<file path="src/rtl/rn_generator.sv">
// Random-number / handle generator: bit-serial LFSR-style accumulator, snapshot serial readout, slot counter.
// Optional build macro RNG_FIXED_RN_EN replaces the observable RN with the constant FIXED_RN.
module rn_generator #(
    parameter int unsigned      WIDTH    = 16,
    parameter logic [WIDTH-1:0] POLY     = WIDTH'(16'h1021),
    parameter logic [WIDTH-1:0] SEED     = '0,
    parameter logic [WIDTH-1:0] FIXED_RN = WIDTH'(1)
) (
    input  logic             clk,
    input  logic             reset,
    input  logic             rnreset,
    input  logic             bit_in,
    input  logic             bit_in_valid,
    input  logic             load,
    input  logic             bit_out_req,
    output logic             bit_out,
    output logic             busy,
    output logic             done,
    output logic [WIDTH-1:0] handle,
    input  logic [3:0]       q,
    input  logic             slot_load,
    input  logic             slot_dec,
    output logic [WIDTH-1:0] slot,
    output logic             slot_zero
);

    localparam int unsigned CW = $clog2(WIDTH);
`ifdef RNG_FIXED_RN_EN
    localparam bit USE_FIXED = 1'b1;
`else
    localparam bit USE_FIXED = 1'b0;
`endif

    typedef enum logic [1:0] {
        S_IDLE  = 2'd0,
        S_SHIFT = 2'd1,
        S_DONE  = 2'd2
    } state_e;

    state_e           state_q, state_d;
    logic [WIDTH-1:0] rn_q, rn_d;
    logic [WIDTH-1:0] snap_q, snap_d;
    logic [CW-1:0]    cnt_q, cnt_d;
    logic [WIDTH-1:0] slot_q, slot_d;
    logic [WIDTH-1:0] rn_obs;
    logic [WIDTH-1:0] mask;
    logic [32:0]      mask_wide;
    logic             fb;

    // Value seen by handle, snapshot and slot load; a constant mux in the fixed build.
    assign rn_obs = USE_FIXED ? FIXED_RN : rn_q;

    // Accumulator: rnreset beats an entropy strobe in the same cycle.
    always_comb begin
        rn_d = rn_q;
        fb   = bit_in ^ rn_q[WIDTH-1];
        if (rnreset) begin
            rn_d = SEED;
        end else if (bit_in_valid) begin
            rn_d = {rn_q[WIDTH-2:0], 1'b0} ^ (fb ? POLY : '0);
        end
    end

    // Slot counter: mask saturates to all-ones once q reaches WIDTH.
    always_comb begin
        mask_wide = (33'd1 << q) - 33'd1;
        mask      = (32'(q) >= WIDTH) ? '1 : mask_wide[WIDTH-1:0];
        slot_d    = slot_q;
        if (slot_load) begin
            slot_d = rn_obs & mask;
        end else if (slot_dec) begin
            slot_d = slot_q - WIDTH'(1);
        end
    end

    // Readout FSM next state.
    always_comb begin
        state_d = state_q;
        snap_d  = snap_q;
        cnt_d   = cnt_q;
        case (state_q)
            S_IDLE: begin
                if (load) begin
                    snap_d  = rn_obs;
                    cnt_d   = CW'(WIDTH - 1);
                    state_d = S_SHIFT;
                end
            end
            S_SHIFT: begin
                if (bit_out_req) begin
                    if (cnt_q != '0) begin
                        cnt_d = cnt_q - CW'(1);
                    end else begin
                        state_d = S_DONE;
                    end
                end
            end
            S_DONE:  state_d = S_IDLE;
            default: state_d = S_IDLE;
        endcase
    end

    // Output decode; held quiet while reset is asserted.
    always_comb begin
        bit_out = 1'b0;
        busy    = 1'b0;
        done    = 1'b0;
        if (!reset) begin
            case (state_q)
                S_SHIFT: begin
                    bit_out = snap_q[cnt_q];
                    busy    = 1'b1;
                end
                S_DONE:  done = 1'b1;
                default: ;
            endcase
        end
    end

    assign handle    = reset ? SEED : rn_obs;
    assign slot      = reset ? '0 : slot_q;
    assign slot_zero = (slot == '0);

    always_ff @(posedge clk) begin
        if (reset) begin
            state_q <= S_IDLE;
            rn_q    <= SEED;
            snap_q  <= '0;
            cnt_q   <= '0;
            slot_q  <= '0;
        end else begin
            state_q <= state_d;
            rn_q    <= rn_d;
            snap_q  <= snap_d;
            cnt_q   <= cnt_d;
            slot_q  <= slot_d;
        end
    end

endmodule
</file>
<file path="config.mk">
export PLATFORM = sky130hd
export DESIGN_NAME = rn_generator
export DESIGN_NICKNAME = d
export VERILOG_FILES = /design/src/rtl/rn_generator.sv
export SDC_FILE = /design/constraint.sdc
export NUM_CORES = 1
export LEC_CHECK = 0
export BUFFER_PORTS_ARGS = -buffer_cell sky130_fd_sc_hd__buf_2
export CORE_ASPECT_RATIO = 2
export CORE_MARGIN = 2
export CORE_UTILIZATION = 25
export CTS_CLUSTER_SIZE = 14
export DETAILED_ROUTE_END_ITERATION = 6
export MAX_ROUTING_LAYER = met4
export PLACE_DENSITY = 0.45
export RECOVER_POWER = 100
export SYNTH_ARGS = -nofsm -noshare
export SYNTH_HDL_FRONTEND = slang
export SYNTH_SLANG_ARGS = --single-unit
</file>
<file path="constraint.sdc">
create_clock -name clk -period 3.5 [get_ports clk]
set_clock_uncertainty 0.15 [all_clocks]
set_input_delay 0.525 -clock clk [delete_from_list [all_inputs] [get_ports clk]]
set_output_delay 0.525 -clock clk [all_outputs]
set_load 0.01 [all_outputs]
</file>
==> key figures <==
Worst setup path
  – CP most frequent cell: clkbuf_1
  – CP Buf/Inv Count: 4
  – CP Capture Type: primary output
  – CP required: 2.82 ns
  – R2R depth: 5
  – Crit path DAT: 2.30 ns
  – Critical Path Max Stage Delay: 1.12 ns
  – WP depth: 7
  – Crit path cell chain: buf_2, clkbuf_1, nor2_1, nand2_1, inv_1, and2_1, clkbuf_1
  – CP Class: input port to primary output
  – CP delay by family, top: buffers and inverters
  – Critical-path top delay cell: clkbuf_1
  – RR Endpoint: slot_q[15]
  – R2r startpoint: slot_q[2]
  – Crit Path Max Fanout: 33
  – Worst setup SP type: input port
  – FF-to-FF setup slack: 1.06 ns

Clock tree
  – CTS tree: done
  – Clk Tree Root Cell: clkbuf_16
  – Post-CTS Setup Bufs: 0
  – Clock Tree Buf Depth: 2
  – Clk Latency, worst-skew pair: 0.29 ns
  – Hold_buf cts: 0
  – Worst-path clk slew: 0.07 ns
  – Post-CTS sizing: 0
  – TritonCTS Buffers: 5
  – CTS H-Tree Depth: 2
  – Clk sinks: 54

STA
  – Final hold slack: 0.305 ns
  – Unrepaired setup endpoints after global routing: false
  – Slew @ Worst Pin: 1.54 ns
  – Count of final hold-check violations: 0
  – Final Cycle Share: 85.1%
  – Final Max Tran Viols: 34
  – Final Critical Period: 2.98 ns
  – Worst slew margin: -2.37%
  – Final setup margin: 0.522 ns
  – Setup Viol. Count Final: 0
  – Setup tns final: 0 ns
  – Max Freq: 0.336 GHz

Final layout
  – Fin nets: 411
  – Area Growth Syn to Fin: 15.0%
  – Most common cell after layout, fill and taps aside: dfxtp_1
  – Fraction of layout cells with a size suffix above 1: 7.59%
  – Design area: 0.00337 mm^2
  – Filler cells: 1,256
  – Most frequent cells in the layout: dfxtp_1 (54), nand2_1 (47), nor2_1 (40), clkbuf_1 (37), a21oi_1 (33)
  – Final core occ: 29.2%
  – N_diodes: 0

Run status
  – Status: finished, violations left
  – Failing checks: max-capacitance violations, max-slew violations

Global route
  – Vias in the first global route: 2,443
  – Largest net degree at the start of global routing: 35
  – First-pass GRT wire length: 13,000 um
  – Tot GR Track Use: 13.4%
  – Gr ovfl total: 0
  – Initial antenna violation count: 0

Flow run
  – Max-Cap Viols: 1

Pwr
  – Leakage power: 0.00119 uW
  – Maximum VDD drop: 170 uV
  – Cell Pwr Density: 434 mW/mm^2

Hold path
  – Depth of the worst hold-timing path: 2
  – Hold path endpoint: snap_q[0]
  – Critical hold path startpoint: snap_q[0]
  – Hold Crit Class: flip-flop to flip-flop

Floorplan
  – Starting density of the core: 25.3%
  – Die X: 80.6 um
  – Die Span Y: 157 um
  – Die Area: 0.0127 mm^2
  – Num rows: 56
  – Core area: 0.0116 mm^2
  – IO Pins: 49

Yosys
  – Synthesized area: 0.00293 mm^2
  – Syn Nets: 380
  – Distinct cell type count after synthesis: 53
  – Async set-or-reset flop fraction in the synthesized netlist: 0%
  – Dominant synthesized flop cell: dfxtp_1
  – Synthesized flop and latch total: 54
  – Gate Count Post-Synth: 364
  – Register area share after synthesis: 36.9%
  – Syn avg cell area: 8.05 um^2
  – YS warnings: 0
  – EDFF count, synth: 0

Place
  – GPL Wtd Cong: 0.754
  – Pre-CTS WS: 0.819 ns
  – Placed Area: 0.00327 mm^2
  – PortBufs: 48
  – Post-DP HPWL: 5550 um

Drt
  – Wire per inst: 14.5 um
  – Final WL: 7820 um
  – Final ANT Viol Nets: 0
  – Via count: 2,609
  – Vias per std cell: 4.83
  – Residual DRC: 0
  – Initial DRC Count: 139
  – Pre-antenna DRT Iters: 4
==> sequential cells by signal (all words and copies together) (netlist names) <==
| register | flops |
|---|---|
| slot_q | 16 |
| snap_q | 16 |
| cnt_q | 4 |
| state_q | 2 |
| rn_obs | 16 |
==> cells by family (layout without fill, tap and decap cells) <==
logic type	count (synthesis)	in the layout	share of synthesized area, %
fa+ha+maj	3	3	1.28
compound gates	71	71	15.0
mux	20	20	8.97
simple gates	167	167	29.4
buf+inv	37	68	4.83
xor+xnor	12	12	3.59
flops	54	54	36.9
==> synthesized netlist by cell type, types with 3 or more instances <==
master     n  area share [%]
inv_1     10             1.3
nand2_1   47             6.0
and2_1     3            0.64
nor2_1    40             5.1
nand3_1    7             1.2
clkbuf_1  22             2.8
mux2i_1   15             5.1
a211oi_1   5             1.3
dfxtp_1   54              37
ha_1       3             1.3
buf_1      3            0.38
xnor2_1   10             3.0
nor2b_1   32             6.8
a21oi_1   33             5.6
a31oi_1    3            0.64
mux4_2     5             3.8
o21ai_0    9             1.5
nor3_1    13             2.2
nand3b_1   3            0.77
==> power by group <==
part	total (uW)	internal (uW)	switching [uW]
Sequential	666	635	30.9
Combinational	230	92.5	137
Clock	568	335	233
==> area by class of cell <==
class                   count  area, um^2  share of cell area, %
clock inverters             2        38.8                   1.15
multi-input cells         273        1700                   50.3
flip-flops and latches     54        1080                   32.1
clock buffers               5         125                   3.71
repair buffers             51         211                   6.27
inverters                  10        37.5                   1.11
well taps                 145         181                   5.38
==> metal layers <==
layer | track usage, % | routed length, um
met5 | - | 0
met4 | 3.87 | 89
met3 | 2.12 | 387
met2 | 20.4 | 3570
met1 | 18.2 | 3780
==> how the worst max path moves through the flow <==
stage | from | to | slack [ns]
floorplan | q[3] | slot_q[10] | 0.89
global placement | q[3] | slot_q[10] | 0.85
detailed placement | q[3] | slot_q[10] | 0.82
CTS | cnt_q[0] | bit_out | 0.64
global route | reset | bit_out | 0.28
finish | reset | bit_out | 0.52
==> metrics by stage <==
| step | instances | total power (uW) |
|---|---|---|
| after floorplan | 364 | 855 |
| after global placement | 533 | 919 |
| after detailed placement | 533 | 917 |
| after CTS | 540 | 1490 |
| after global routing | 540 | 1550 |
| final | 540 | 1460 |
==> worst min-delay path, stage by stage (launching register included) <==
cell	delay, ns
dfxtp_1	0.31
nand2_1	0.05
a21oi_1	0.05
No activity file was read; power rests on OpenSTA's default activity.
